## config.mk

```make
export PLATFORM = sky130hd
export DESIGN_NAME = decoder_rr_arbiter
export DESIGN_NICKNAME = d
export VERILOG_FILES = /design/src/rtl/decoder_rr_arbiter_pkg.sv /design/src/rtl/decoder_rr_arbiter_decoder_3_8.sv /design/src/rtl/decoder_rr_arbiter.sv
export SDC_FILE = /design/constraint.sdc
export NUM_CORES = 1
export LEC_CHECK = 0
export BUFFER_PORTS_ARGS = -buffer_cell sky130_fd_sc_hd__buf_2
export CAP_MARGIN = 5
export CORE_ASPECT_RATIO = 1.5
export CORE_MARGIN = 2
export CORE_UTILIZATION = 48
export CTS_CLUSTER_DIAMETER = 150
export DETAILED_ROUTE_END_ITERATION = 7
export PLACE_DENSITY = 0.81
export SLEW_MARGIN = 10
export SYNTH_ARGS = -nofsm -noshare
export SYNTH_HDL_FRONTEND = slang
export SYNTH_SLANG_ARGS = --single-unit
```

## constraint.sdc

```tcl
create_clock -name clka -period 5.75 [get_ports clka]
set_input_delay 1.725 -clock clka [delete_from_list [all_inputs] [get_ports clka]]
set_output_delay 1.725 -clock clka [all_outputs]
set_load 0.005 [all_outputs]
```

## src/rtl/decoder_rr_arbiter_pkg.sv

```systemverilog
// Shared types and constants for the round-robin arbiter that drives a 3-to-8 decoder.
package decoder_rr_arbiter_pkg;

    localparam int N_REQ = 8;
    localparam int IDX_W = 3;

    typedef enum logic {
        IDLE  = 1'b0,
        GRANT = 1'b1
    } state_t;

    // Round-robin pick: the first set request searching upward from last_id+1, wrapping 7 -> 0.
    // Result is {found, index}.
    function automatic logic [IDX_W:0] rr_pick(input logic [N_REQ-1:0] req,
                                               input logic [IDX_W-1:0] last_id);
        logic [IDX_W:0]   res;
        logic [IDX_W-1:0] idx;
        res = '0;
        // Walk from the farthest candidate back to the nearest so the nearest wins.
        for (int i = N_REQ; i >= 1; i--) begin
            idx = last_id + IDX_W'(i);
            if (req[idx]) res = {1'b1, idx};
        end
        return res;
    endfunction

endpackage

```

## src/rtl/decoder_rr_arbiter_decoder_3_8.sv

```systemverilog
// Existing 3-to-8 decoder with enable; the arbiter's one-hot grant comes only from here.
module decoder_3_8 (
    input  logic       E,
    input  logic [2:0] In,
    output logic [7:0] Out
);

    // One-hot decode of In when enabled, all zeros otherwise.
    always_comb begin
        Out = 8'b0;
        if (E) Out = 8'b1 << In;
    end

endmodule

```

## src/rtl/decoder_rr_arbiter.sv

```systemverilog
// Round-robin arbiter for 8 requesters; the grant is produced by a 3-to-8 decoder
// fed from registered enable/select. One dead cycle separates consecutive grants.
// Optional macro ARB_TIMEOUT_EN: force release after MAX_TENURE grant cycles when
// another requester is waiting.
//
//  state | meaning
//  IDLE  | no grant; pick the round-robin winner from req
//  GRANT | decoder enabled for gnt_id until its request drops (or tenure expires)
module decoder_rr_arbiter
    import decoder_rr_arbiter_pkg::*;
#(
    parameter int MAX_TENURE = 15,
    parameter int TEN_W      = 8
) (
    input  logic             clka,
    input  logic             rst_n,
    input  logic [N_REQ-1:0] req,
    output logic             dec_e,
    output logic [IDX_W-1:0] dec_in,
    output logic [N_REQ-1:0] gnt,
    output logic             gnt_valid,
    output logic [IDX_W-1:0] gnt_id
);

    if (MAX_TENURE < 1 || MAX_TENURE > 255 || MAX_TENURE >= (1 << TEN_W)) begin : g_bad_cfg
        $error("decoder_rr_arbiter: MAX_TENURE must be 1..255 and fit in TEN_W bits");
    end

    state_t           state_q, state_d;
    logic             dec_e_q, dec_e_d;
    logic [IDX_W-1:0] gnt_id_q, gnt_id_d;
    logic [IDX_W-1:0] last_id_q, last_id_d;
    logic [IDX_W:0]   pick;
    logic             timeout;

    assign pick = rr_pick(req, last_id_q);

`ifdef ARB_TIMEOUT_EN
    localparam logic [TEN_W-1:0] TEN_MAX = TEN_W'(MAX_TENURE);

    logic [TEN_W-1:0] tenure_q, tenure_d, tenure_inc;
    logic             others_req;

    assign tenure_inc = (tenure_q == TEN_MAX) ? TEN_MAX : tenure_q + 1'b1;
    // gnt is the current grantee's one-hot, so masking with it leaves only waiting requesters.
    assign others_req = |(req & ~gnt);
    // Release on the cycle whose count brings tenure to MAX_TENURE, if someone else is waiting.
    assign timeout    = (state_q == GRANT) && (tenure_inc == TEN_MAX) && others_req;

    // Tenure is held at zero outside GRANT so it starts cleared on every grant entry.
    always_comb begin
        tenure_d = '0;
        if (state_q == GRANT) tenure_d = tenure_inc;
    end

    // Tenure counter register.
    always_ff @(posedge clka) begin
        if (!rst_n) tenure_q <= '0;
        else        tenure_q <= tenure_d;
    end
`else
    assign timeout = 1'b0;
`endif

    // Next-state and registered-output computation.
    always_comb begin
        state_d   = state_q;
        dec_e_d   = dec_e_q;
        gnt_id_d  = gnt_id_q;
        last_id_d = last_id_q;
        case (state_q)
            IDLE: begin
                dec_e_d = 1'b0;
                if (pick[IDX_W]) begin
                    state_d  = GRANT;
                    dec_e_d  = 1'b1;
                    gnt_id_d = pick[IDX_W-1:0];
                end
            end
            GRANT: begin
                if (!req[gnt_id_q] || timeout) begin
                    state_d   = IDLE;
                    dec_e_d   = 1'b0;
                    last_id_d = gnt_id_q;
                end
            end
        endcase
    end

    // State and control registers; last_id resets to 7 so requester 0 has first priority.
    always_ff @(posedge clka) begin
        if (!rst_n) begin
            state_q   <= IDLE;
            dec_e_q   <= 1'b0;
            gnt_id_q  <= '0;
            last_id_q <= IDX_W'(N_REQ - 1);
        end else begin
            state_q   <= state_d;
            dec_e_q   <= dec_e_d;
            gnt_id_q  <= gnt_id_d;
            last_id_q <= last_id_d;
        end
    end

    assign dec_e     = dec_e_q;
    assign dec_in    = gnt_id_q;
    assign gnt_valid = dec_e_q;
    assign gnt_id    = gnt_id_q;

    decoder_3_8 u_dec (
        .E   (dec_e),
        .In  (dec_in),
        .Out (gnt)
    );

endmodule

```

# ---- Word level (Yosys, flattened, before mapping)
# Cells that the tools add are included.
dict set report classes {
  addsub 7
  n_lt_le_gt_ge 9
  n_eq_ne 1
  shift 1
  n_mux 32
  bitwise_logic 2
  reduce_logical 2
}
# operator n
set ops {}
lappend ops {{$lt A3 B4 Y1 const B} 9}
lappend ops {{$mux W4} 8}
lappend ops {{$bmux W1 S3} 9}
lappend ops {{$add A3 B3 Y3 const B} 4}
lappend ops {{$mux W1} 12}
lappend ops {{$mux W8} 1}
lappend ops {{$shl A1 B3 Y8 const A} 1}
lappend ops {{$add A3 B2 Y3 const B} 2}
lappend ops {{$pmux W1 S2} 2}
lappend ops {{$reduce_and A2 Y1} 2}
lappend ops {{$add A3 B1 Y3 const B} 1}
lappend ops {{$ne A2 B2 Y1 const B} 1}
lappend ops {{$not A1 Y1} 2}
dict set report word_totals {
  regBits 8
  inputBits 10
  word_cells 58
}

# ---- Depth between registers and ports, before layout
dict set report logic_depth {
  ltp_word 12
  depth_mapped 11
  mapped_depth_nobuf 8
}

# ---- Hierarchy
# From an unflattened synthesis, not the netlist that was laid out.
dict set report unflattened {
  cells_unflattened 178
  area_unflattened_um2 1574.0
}
# mod instances cells_per_inst area_per_inst_um2
set modules_own_cells {}
lappend modules_own_cells {decoder_rr_arbiter 1 170 1478.9}
lappend modules_own_cells {decoder_3_8 1 8 95.1}

# ---- Worst setup path before layout
# Ideal clock, no wire load.
dict set report synth_timing {
  kind {in2reg}
  from {input req[6]}
  to {register gnt_id_q[0], in the netlist dec_in[0]}
  arrival_time_ns 3.361
  setup_slack_ns 2.296
  stages 6
  path_cell_list {mux4_1 > mux2_4 > o211ai_2 > a211oi_1 > or3_1 > o32ai_1}
}
dict set report synth_via {
  elab_chain_len 11
}
# item line_no
set synth_lines {}
lappend synth_lines {{start: declaration} decoder_rr_arbiter.sv:17} ;# input logic [N_REQ-1:0] req,
lappend synth_lines {{$bmux W1 S3} decoder_rr_arbiter_pkg.sv:22} ;# if (req[idx]) res = {1'b1, idx};
lappend synth_lines {{$mux W1 (implied by the code)} decoder_rr_arbiter_pkg.sv:22}
lappend synth_lines {{$mux W4 (7 in a row)} decoder_rr_arbiter_pkg.sv:22}
lappend synth_lines {{$mux W4 (*)} decoder_rr_arbiter_pkg.sv:22}
lappend synth_lines {{$reduce_and A2 Y1 (no line)} n/a}
lappend synth_lines {{end signal: assignment} decoder_rr_arbiter.sv:100} ;# gnt_id_q <= gnt_id_d;
lappend synth_lines {{end: declaration} decoder_rr_arbiter.sv:31} ;# logic [IDX_W-1:0] gnt_id_q, gnt_id_d;
# Every way passes the cells marked *; elsewhere a longest branch is shown, timed or not. The select of a mux whose other input is x is not followed.
# A chain may end at the register's enable or synchronous reset.

# ---- Final worst setup path
dict set report layout_timing {
  from {register last_id_q[0]}
  to {register gnt_id_q[2], in the netlist dec_in[2]}
}
dict set report layout_via {
  elab_chain_len 11
}
# item line_no
set layout_lines {}
lappend layout_lines {{start: declaration} decoder_rr_arbiter.sv:32} ;# logic [IDX_W-1:0] last_id_q, last_id_d;
lappend layout_lines {{start signal: assignment} decoder_rr_arbiter.sv:96} ;# last_id_q <= IDX_W'(N_REQ - 1);
lappend layout_lines {{start signal: assignment} decoder_rr_arbiter.sv:101} ;# last_id_q <= last_id_d;
lappend layout_lines {{$add A3 B3 Y3 or $bmux W1 S3 (tied branches)} {decoder_rr_arbiter_pkg.sv:21, decoder_rr_arbiter_pkg.sv:22}}
lappend layout_lines {{$bmux W1 S3 or $mux W1 (tied branches)} decoder_rr_arbiter_pkg.sv:22}
lappend layout_lines {{$mux W1 (implied by the code) or $mux W4 (tied branches)} decoder_rr_arbiter_pkg.sv:22}
lappend layout_lines {{$mux W4 (6 in a row)} decoder_rr_arbiter_pkg.sv:22}
lappend layout_lines {{$mux W4 (*)} decoder_rr_arbiter_pkg.sv:22}
lappend layout_lines {{$reduce_and A2 Y1 (no line)} n/a}
# Marks and branches as above.

==> metrics <==
sequential area share after synthesis=0.129; Clock Latency Late Sink=0.24 ns; WP data required=5.92 ns; Arr. time, crit path=3.73 ns; syn_area_per_cell=8.37 um2; worst hold path type=reg -> reg; cell taking the most area after synthesis=dfxtp_1; Synth async-reset ratio=0; hold_sp=dec_e$_SDFFE_PN0P_; Final Skew=0.00106 ns; die width=45.5 um; PortBufs=25; Starting Density=0.506; CTS Hold Buffers Added=0; Final min period=3.56 ns; Post-synth top flop=dfxtp_1; cts bufs inserted=3; IO Pins=26; yosys warns=0; CTS tree=yes; delay-heaviest family, CP=multiplexers; Starting DRT DRC Count=36; Final Max Slew Viols=0; Crit Reg-Reg Endpoint=dec_in[2]$_SDFFE_PN0P_; clock transition at the registers of the reported paths=about 0.050 ns; gpl congestion=slightly above 0.9; routed vias/inst=between 6 and 7; crit path capture type=register; die area=3010 um2; vias in the first global route=1218; Slowest-stage cell, CP=dfxtp_1; average wire per standard cell=17.7 um; leak pwr=0.609 nW; # diodes=0; Slew headroom=0.398; VDD IR-drop max=0.000368 V; EDFF count, synth=0; total length of routed wires=3300 um; hold path cells=2; Slowest Stage Delay on Critical Path=0.90 ns; Root Buffer=clkbuf_4; Post-CTS Setup Inserts=0; top cell type's share of synthesized area=0.129; overall die height=66.2 um; clock sinks=8; first-pass GRT wire length=5680 um; post-route ant nets=0; antenna violations before repair=0; num rows=22; cts repair resizes=0; synthesized area=1240 um2; area grow syn2layout=8.28%; syn nets=160; CP Max Fanout=21; f_max=281 MHz; fin crit share=0.619; reg2reg path depth=8; Reg2Reg Setup Slack=2.19 ns; fin util=0.547; Max Root-Sink Buffers=2; worst-path cell chain=inv_1 -> ha_1 -> mux4_2 -> mux2i_1 -> and2b_1 -> a41oi_1 -> nand2b_1 -> a21oi_1; Final nets=177; CTS H-tree depth=1; DR pass1 iterations=4; status=finished clean; CP Class=reg -> reg; Cell variety after synth=46; Buf+Inv Stages, Crit Path=1; GRT Util Overall=0.251; worst r2r src=last_id_q[0]$_SDFFE_PN1P_; maximum number of pins on one net before global-route repair=22; setup_tns=0 ns; # DRC=0; Synth Register Bits=8; RSZ-0062 raised after global routing=no; max_cap viols=0; Core Region=2450 um2; Mapped Cells=148; synth top area cells=dfxtp_1 (13%), mux4_1 (13%), mux2i_1 (8.1%); startpoint type of the worst setup path=register; vias=1266; slew of the pin with the lowest slew margin=0.902 ns; Final Hold Viols=0; Hold EP=dec_e$_SDFFE_PN0P_; grt total ovfl=0; count of final setup violators=0; layout cell share with drive strength beyond 1=0.252; Power Dens Cells=between 500 and 600 nW/um2; dpl hpwl=2570 um
logic make-up (layout without fill, tap and decap cells):
logic type	count (synthesis)	in the layout	synth area share
muxes	28	28	0.347
DFF	8	8	0.129
and+or+nand+nor	48	48	0.182
AOI/OAI and AO/OA	37	37	0.216
xor gates and xnor gates	2	2	0.0141
buffers and inverters	23	38	0.0909
adders and majority gates	2	2	0.0202
power by group:
group	switching, mW	internal [mW]	total [mW]
logic	0.280	0.254	0.534
clock network	0.0169	0.0237	0.0406
registers	0.0732	0.0769	0.150
total	0.370	0.355	0.725
sequential cells by signal, summed over array words and instances (netlist names):
name and count:
dec_in 3, dec_e 1, state_q 1, last_id_q 3
per-stage QoR:
stage | cell area, um2 | instances | setup WS, ns | hold slack (ns) | power (mW)
2_1_floorplan | 1240 | 148 | 2.30 | 0.500 | 0.574
3_3_place_gp | 1320 | 184 | 2.01 | 0.516 | 0.661
3_5_place_dp | 1320 | 184 | 2.01 | 0.537 | 0.677
4_1_cts | 1340 | 187 | 2.20 | 0.553 | 0.723
5_1_grt | 1340 | 187 | 1.91 | 0.588 | 0.795
6_report | 1340 | 187 | 2.19 | 0.545 | 0.725
area by class of cell:
type | count | area, um2
Clock buffer | 3 | 22.5
Fill cell | 233 | 1110
Inverter | 10 | 37.5
Multi-Input combinational cell | 117 | 966
Sequential cell | 8 | 160
Tap cell | 24 | 30.0
Timing Repair Buffer | 25 | 125
cells in the final DEF (no fill, tap or decap), types with 2 or more instances in the layout:
| cell | n |
|---|---|
| mux4_1 | 6 |
| o21ai_0 | 5 |
| o2111ai_1 | 2 |
| nor3_1 | 5 |
| o211ai_1 | 3 |
| o22ai_1 | 2 |
| nand2b_1 | 4 |
| a221oi_1 | 3 |
| clkbuf_4 | 3 |
| nand2_1 | 16 |
| mux2_2 | 8 |
| ha_1 | 2 |
| nand4_1 | 2 |
| buf_2 | 25 |
| nand3_1 | 5 |
| o32ai_1 | 2 |
| mux2i_1 | 10 |
| nor2_1 | 10 |
| dfxtp_1 | 8 |
| a21oi_1 | 7 |
| mux4_2 | 3 |
| inv_1 | 10 |
| and2_1 | 2 |
per-layer routing:
layer / part of all wire / routed length [um] / global-route usage
met5: 0 / 0 / 0
met3: 0.048 / 157 / 0.0109
met2: 0.55 / 1830 / 0.458
met4: 0.029 / 95 / 0.103
met1: 0.37 / 1230 / 0.287
worst register-to-register path: cells and delay by family, from the launching register on:
| kind | cells | cell delay, ns |
|---|---|---|
| AO/OA/AOI/OAI | 2 | 0.39 |
| adder cells (fa/ha/maj) | 1 | 0.52 |
| buffers and inverters | 1 | 0.21 |
| flip-flops | 1 | 0.90 |
| multiplexers | 2 | 1.00 |
| AND/OR/NAND/NOR | 2 | 0.46 |
cell usage after synthesis (3+ instances only):
library cell,count
dfxtp_1,8
mux2_2,8
o21ai_0,5
mux2i_1,10
nand2_1,16
o211ai_1,3
buf_2,3
nor3_1,5
clkbuf_1,4
inv_1,10
nand2b_1,4
a21oi_1,7
buf_4,4
mux4_1,6
mux4_2,3
nand3_1,5
a221oi_1,3
nor2_1,10
how the worst max path moves through the flow:
stage	start	to	slack, ns	cells past startpoint
finish	last_id_q[0]$_SDFFE_PN1P_	dec_in[2]$_SDFFE_PN0P_	2.19	8
global route	last_id_q[0]$_SDFFE_PN1P_	dec_in[2]$_SDFFE_PN0P_	1.91	8
CTS	last_id_q[0]$_SDFFE_PN1P_	dec_in[1]$_SDFFE_PN0P_	2.20	8
detailed placement	req[5]	dec_in[0]$_SDFFE_PN0P_	2.01	7
global placement	req[6]	dec_in[0]$_SDFFE_PN0P_	2.01	7
floorplan	req[6]	dec_in[0]$_SDFFE_PN0P_	2.30	6
Power figures use the tool's default switching activity.
